$ cat config.mk
export PLATFORM = sky130hd
export DESIGN_NAME = seq_addsub
export DESIGN_NICKNAME = d
export VERILOG_FILES = /design/src/rtl/seq_addsub.sv
export SDC_FILE = /design/constraint.sdc
export NUM_CORES = 1
export LEC_CHECK = 0
export CORE_ASPECT_RATIO = 1.1
export CORE_MARGIN = 1.5
export CORE_UTILIZATION = 50
export DETAILED_ROUTE_END_ITERATION = 12
export HOLD_SLACK_MARGIN = 0.1
export PLACE_DENSITY = 0.8
export SETUP_SLACK_MARGIN = 0.02
export SYNTH_ARGS = -nofsm -noshare
export SYNTH_HDL_FRONTEND = slang
export SYNTH_SLANG_ARGS = --single-unit
$ cat constraint.sdc
create_clock -name clk -period 2.7 [get_ports clk]
set_input_delay 0.675 -clock clk [delete_from_list [all_inputs] [get_ports clk]]
set_output_delay 0.675 -clock clk [all_outputs]
set_load 0.02 [all_outputs]
$ cat src/rtl/seq_addsub.sv
// Digit-serial two's-complement adder/subtractor: DIGIT bits per clock, LSB first,
// with signed-overflow detection and optional saturation under a start/busy/done handshake.
module seq_addsub #(
    parameter int unsigned WIDTH = 8,
    parameter int unsigned DIGIT = 2
) (
    input  logic             clk,
    input  logic             rst,
    input  logic             start,
    input  logic [WIDTH-1:0] a,
    input  logic [WIDTH-1:0] b,
    input  logic             m,
    input  logic             sat,
    output logic             busy,
    output logic             done,
    output logic [WIDTH-1:0] sum,
    output logic             ovf,
    output logic             cout
);

    localparam int unsigned N     = WIDTH / DIGIT;
    localparam int unsigned CNT_W = (N > 1) ? $clog2(N) : 1;

    typedef enum logic [1:0] {
        IDLE = 2'd0,
        RUN  = 2'd1,
        DONE = 2'd2
    } state_t;

    state_t             state_q;
    logic [WIDTH-1:0]   a_q;      // operand A, doubles as the result shift register
    logic [WIDTH-1:0]   b_q;      // operand B, already inverted for subtraction
    logic               carry_q;
    logic               sat_q;
    logic [CNT_W-1:0]   cnt_q;
    logic               busy_q;
    logic               done_q;
    logic [WIDTH-1:0]   sum_q;
    logic               ovf_q;
    logic               cout_q;

    logic [DIGIT:0]     slice_d;
    logic [WIDTH-1:0]   a_d;
    logic               cin_msb_d;
    logic               cout_d;
    logic               ovf_d;
    logic               last_d;
    logic [WIDTH-1:0]   sat_val_d;
    logic [WIDTH-1:0]   sum_d;

    // One digit of the ripple add: low slices of A and B plus the running carry.
    assign slice_d = {1'b0, a_q[DIGIT-1:0]} + {1'b0, b_q[DIGIT-1:0]}
                   + {{DIGIT{1'b0}}, carry_q};

    // Result digits enter at the top while the consumed A digits leave at the bottom.
    if (DIGIT == WIDTH) begin : g_single
        assign a_d = slice_d[DIGIT-1:0];
    end else begin : g_multi
        assign a_d = {slice_d[DIGIT-1:0], a_q[WIDTH-1:DIGIT]};
    end

    // On the final digit the slice MSB is the word MSB, so its carry-in falls out of the sum bit.
    assign cin_msb_d = slice_d[DIGIT-1] ^ a_q[DIGIT-1] ^ b_q[DIGIT-1];
    assign cout_d    = slice_d[DIGIT];
    assign ovf_d     = cin_msb_d ^ cout_d;
    assign last_d    = (cnt_q == CNT_W'(N - 1));
    assign sat_val_d = a_q[DIGIT-1] ? {1'b1, {(WIDTH-1){1'b0}}} : {1'b0, {(WIDTH-1){1'b1}}};
    assign sum_d     = (sat_q && ovf_d) ? sat_val_d : a_d;

    always_ff @(posedge clk) begin
        if (rst) begin
            state_q <= IDLE;
            a_q     <= '0;
            b_q     <= '0;
            carry_q <= 1'b0;
            sat_q   <= 1'b0;
            cnt_q   <= '0;
            busy_q  <= 1'b0;
            done_q  <= 1'b0;
            sum_q   <= '0;
            ovf_q   <= 1'b0;
            cout_q  <= 1'b0;
        end else begin
            case (state_q)
                IDLE, DONE: begin
                    done_q <= 1'b0;
                    if (start) begin
                        state_q <= RUN;
                        a_q     <= a;
                        b_q     <= b ^ {WIDTH{m}};
                        carry_q <= m;
                        sat_q   <= sat;
                        cnt_q   <= '0;
                        busy_q  <= 1'b1;
                    end else begin
                        state_q <= IDLE;
                    end
                end
                RUN: begin
                    a_q     <= a_d;
                    b_q     <= b_q >> DIGIT;
                    carry_q <= cout_d;
                    cnt_q   <= cnt_q + CNT_W'(1);
                    if (last_d) begin
                        state_q <= DONE;
                        busy_q  <= 1'b0;
                        done_q  <= 1'b1;
                        sum_q   <= sum_d;
                        ovf_q   <= ovf_d;
                        cout_q  <= cout_d;
                    end
                end
                default: begin
                    state_q <= IDLE;
                    busy_q  <= 1'b0;
                    done_q  <= 1'b0;
                end
            endcase
        end
    end

    assign busy = busy_q;
    assign done = done_q;
    assign sum  = sum_q;
    assign ovf  = ovf_q;
    assign cout = cout_q;

endmodule

# After elaboration in Yosys (flattened, before gate mapping)
# Index checks and enable logic that the tools add are counted.
[classes]
n_mux = 16
bitwise_logic = 5
addsub = 3
reduce_logical = 9
n_eq_ne = 5
[ops]
columns = ["op", "count"]
rows = [
  ["$mux 8", 4],
  ["$pmux 8 s2", 2],
  ["$pmux 2 s2", 2],
  ["$reduce_and 2->1", 4],
  ["$xor 8x8->8", 1],
  ["$eq 2x2->1 const B", 2],
  ["$mux 1", 4],
  ["$mux 2", 2],
  ["$ne 2x2->1 const B", 2],
  ["$pmux 1 s2", 2],
  ["$reduce_or 2->1", 2],
  ["$add 2x2->3", 1],
  ["$add 3x1->3", 1],
  ["$xor 1x1->1", 3],
  ["$add 2x1->2 const B", 1],
  ["$eq 2x1->1 const B", 1],
  ["$logic_not 2->1", 1],
  ["$reduce_bool 2->1", 1],
  ["$logic_and 1x1->1", 1],
  ["$not 1->1", 1],
]
[word_totals]
wordCells = 49
reg_bits = 34
in_bits = 21
out_inout_bits = 12

# Depth between registers and ports, before layout
[depth]
word_depth = 7
mapped_depth = 6
mapped_depth_nobuf = 6

# Worst setup path before layout
# OpenSTA, ideal clock, no wires.
[synth_path]
path_type = "register to register"
from = "reg a_q[0]"
to = "reg sum_q[4] (netlist: sum[4])"
required_time_ns = 2.564
stages_incl_launch_ff = 7
setup_time_ns = 0.136
period_less_slack_ns = 2.143
path_slack_ns = 0.557
path_buffers = 0
arrival_time_ns = 2.008
cell_sequence = "dfxtp_1 -> inv_1 -> fa_1 -> fa_1 -> xor3_2 -> a21oi_2 -> a211oi_1"
[synth_via]
elab_chain_cells = 7
[synth_rtl]
columns = ["item", "line", "text"]
rows = [
  ["start: declaration", "31", "logic [WIDTH-1:0] a_q;"],
  ["start signal: assignment", "73", "a_q <= '0;"],
  ["start signal: assignment", "89", "a_q <= a;"],
  ["start signal: assignment", "100", "a_q <= a_d;"],
  ["$add 2x2->3 (*)", "52", "assign slice_d = {1'b0, a_q[DIGIT-1:0]} + {1'b0, b_q[DIGIT-1:0]}"],
  ["$add 3x1->3 (*)", "53", "+ {{DIGIT{1'b0}}, carry_q};"],
  ["$xor 1x1->1 (2 in a row)", "63", "assign cin_msb_d = slice_d[DIGIT-1] ^ a_q[DIGIT-1] ^ b_q[DIGIT-1];"],
  ["$xor 1x1->1 (*)", "65", "assign ovf_d = cin_msb_d ^ cout_d;"],
  ["$logic_and 1x1->1 (*)", "68", "assign sum_d = (sat_q && ovf_d) ? sat_val_d : a_d;"],
  ["$mux 8 (*)", "68", ""],
  ["end signal: assignment", "108", "sum_q <= sum_d;"],
  ["end: declaration", "38", "logic [WIDTH-1:0] sum_q;"],
]
# Mark *: on every way between the ends. The rest lies on a longest branch, timed or not.
# A chain may end at the register's enable or synchronous reset.

# Worst setup path after layout
[layout_path]
from = "reg a_q[0]"
to = "reg sum_q[1] (netlist: sum[1])"
# The elaborated chain is that of the path after synthesis.

==> reports/results.txt <==
Core Region: 2995 sq um
Kind of critical path: register to register
Hold Path Stages: 2
Sequential share of the synthesized area: 43.73%
WL/cell: 15.05 um
Antenna violations before repair: 0
Layout Cells excl Fill: 239
H-tree levels: 2
Reg2Reg Capture Point: sum[1]
Synth area leaders: dfxtp_1 44%, a21oi_1 7.1%, nand3_1 6.4%
Yosys cell types: 32
Syn_area_per_cell: 8.844 sq um
Switching Fraction: 28.25%
Leakage power: 0.6920 nW
Hold-fix buffers at CTS: 0
Yosys warning count: 0
Top cell type by total area after synthesis: dfxtp_1
Pre-antenna DRT Iters: 5
I/O pins: 33
Final hold viol count: 0
Setup_tns: 0 ns
Asr flop ratio synth: 0%
HPWL after DPL: 2519 um
Worst R2R Start: a_q[0]
CTS Buffer Depth: 2
FF+latch count, synth: 34
Worst r2r path cells: 6
Critical Path Start: a_q[0]
Psw: 293.7 uW
Effective utilization at floorplan: 51.96%
Top FF cell, synth: dfxtp_1
Ant diodes: 0
Routability cong.: 0.8038
Syn Inst Count: 176
Worst-case clock skew: 0.01297 ns
Die Y: 61.52 um
Max Slew Vio Count: 0
FF-to-FF setup slack: 0.34 ns
Overall routing resource usage: 21.96%
P per Cell Area: 535.2 nW/um^2
Logic gate share of total power: 18.6%
Reg clk slew, reported paths: 0.11 ns
Vias: 1,383
Maxcap violations: 0
Critical path launch point type: register
Multi-input gate area: 794.5 sq um
Hold_ws: 0.4798 ns
Number of global-route vias before repair: 1,260
Register share of total power: 52.6%
Fin crit period: 2.358 ns
Seq. cell area: 680.7 sq um
Post-synth EDFFs: 0
Req. time, crit path: 2.91 ns
Layout cells sized above 1: 7.317%
Die area: 3457 sq um
Fillers: 272
Via density: 5.787
Mapped cell area: 1556 sq um
Clock buffer count from CTS: 5
Clk root buf: clkbuf_4
Port Buffers: 32
Period utilization: 87.32%
Actual slew at the worst max-slew pin: 0.9045 ns
Num rows: 21
Worst rel slew slack: 39.70%
Post-CTS setup buffer count: 0
Crit-path max FO: 10
Crit path DAT: 2.57 ns
Iteration-0 DRC Markers: 67
Clk sinks: 34
RSZ-0062 raised after global routing: no
Layout Nets: 228
Max Fclk: 424.1 MHz
Placed Cells: 231
Layout Area Growth over Synthesis: 24.84%
Status: finished clean
Global-route wire length before repair: 5768 um
Min-delay worst type: register to register
Routed Antenna Nets: 0
WHS Endpoint: carry_q
Final setup fails: 0
Hold path start: carry_q
Die width: 56.20 um
Total Wirelength: 3598 um
Clock network power share: 28.8%
Largest net degree at the start of global routing: 33
Worst-Skew Late Latency: 0.35 ns
Post-synth top area share: 43.73%
Crit end category: register
Peak supply drop: 0.0003506 V
GRT Residual Overflow: 0
Syn Nets: 200
Pint: 746.2 uW
Drt drc: 0
Resize count post-CTS: 0
TritonCTS clock tree: yes
==> how the worst max path moves through the flow <==
| stage | slack (ns) | end | cells after the start |
|---|---|---|---|
| 5_1_grt | 0.25 | sum[4] | 6 |
| 6_report | 0.34 | sum[1] | 6 |
| 3_5_place_dp | 0.38 | sum[0] | 6 |
| 3_3_place_gp | 0.50 | sum[4] | 6 |
| 2_1_floorplan | 0.56 | sum[4] | 6 |
| 4_1_cts | 0.36 | sum[0] | 6 |
==> stage by stage <==
stage	cell area (sq um)	util (%)	total power, mW	setup slack [ns]
floorplan	1556	-	0.6844	0.5566
global placement	1883	62.87	0.7406	0.4953
detailed placement	1883	62.87	0.7497	0.3800
CTS	1943	64.87	1.045	0.3550
global route	1943	64.87	1.088	0.2550
finish	1943	64.87	1.040	0.3423
==> layout make-up <==
class | count | area share, %
repair buffers | 35 | 17.64
flip-flops and latches | 34 | 35.03
multi-input cells | 122 | 40.89
inverters | 6 | 1.159
well taps | 34 | 2.189
clock buffers | 7 | 2.833
clock inverters | 1 | 0.2576
==> sequential cells by signal, summed over array words and instances, names as in the netlist <==
register and flops:
cnt_q 2, state_q 2, sat_q 1, busy 1
a_q 8, sum 8, cout 1, ovf 1
carry_q 1, b_q 8, done 1
==> placed cells by master (no fill, tap or decap), drive strengths merged, types with 2 or more instances in the layout <==
cell | Yosys | layout
a211oi | 7 | 7
a21oi | 23 | 23
a22oi | 12 | 12
a2bb2oi | 3 | 3
buf | 6 | 3
clkbuf | 8 | 7
clkdlybuf4s50 | 0 | 32
dfxtp | 34 | 34
fa | 2 | 2
inv | 6 | 6
nand2 | 7 | 7
nand2b | 4 | 4
nand3 | 20 | 20
nand3b | 3 | 3
nor2 | 11 | 11
nor2b | 3 | 3
o21ai | 5 | 5
o31ai | 2 | 2
xor2 | 9 | 9
==> cell families (layout without fill, tap and decap cells) <==
kind of cell	Yosys count	count (layout)	share of synthesized area, %
AO/OA/AOI/OAI	57	57	24.04
XOR/XNOR	11	11	7.235
adder cells (fa/ha/maj)	3	3	3.376
buffers and inverters	20	49	5.225
flip-flops	34	34	43.73
AND/OR/NAND/NOR	51	51	16.40
==> routing by layer <==
metal	share of wire, %	vias to the layer above	wire length, um	global-route usage, %
met2	51	43	1828	38.49
met5	0	-	0	0
met1	42	656	1516	25.32
li1	-	678	-	-
met3	5.6	6	200	7.353
met4	1.5	0	54	8.503
==> power by group through the flow <==
stage	Combinational (mW)	Sequential, mW	Clock (mW)
global placement	0.184	0.556	0
detailed placement	0.192	0.558	0
finish	0.193	0.547	0.300
floorplan	0.130	0.554	0
global route	0.214	0.550	0.324
CTS	0.193	0.547	0.305
==> synth_stat cells, drive strengths merged, types with 2 or more instances <==
library cell / count
nand2: 7
dfxtp: 34
nand3: 20
a2bb2oi: 3
a22oi: 12
xor2: 9
inv: 6
buf: 6
nor2b: 3
nor2: 11
o21ai: 5
a211oi: 7
o31ai: 2
nand2b: 4
nand3b: 3
fa: 2
clkbuf: 8
a21oi: 23
==> worst max-delay path, cell delays in order, from the launching register on <==
cell,delay (ns)
dfxtp_1,0.35
inv_1,0.06
fa_1,0.43
fa_1,0.48
xor3_2,0.52
a21oi_2,0.26
a211oi_1,0.12
No activity file was read; power rests on OpenSTA's default activity.
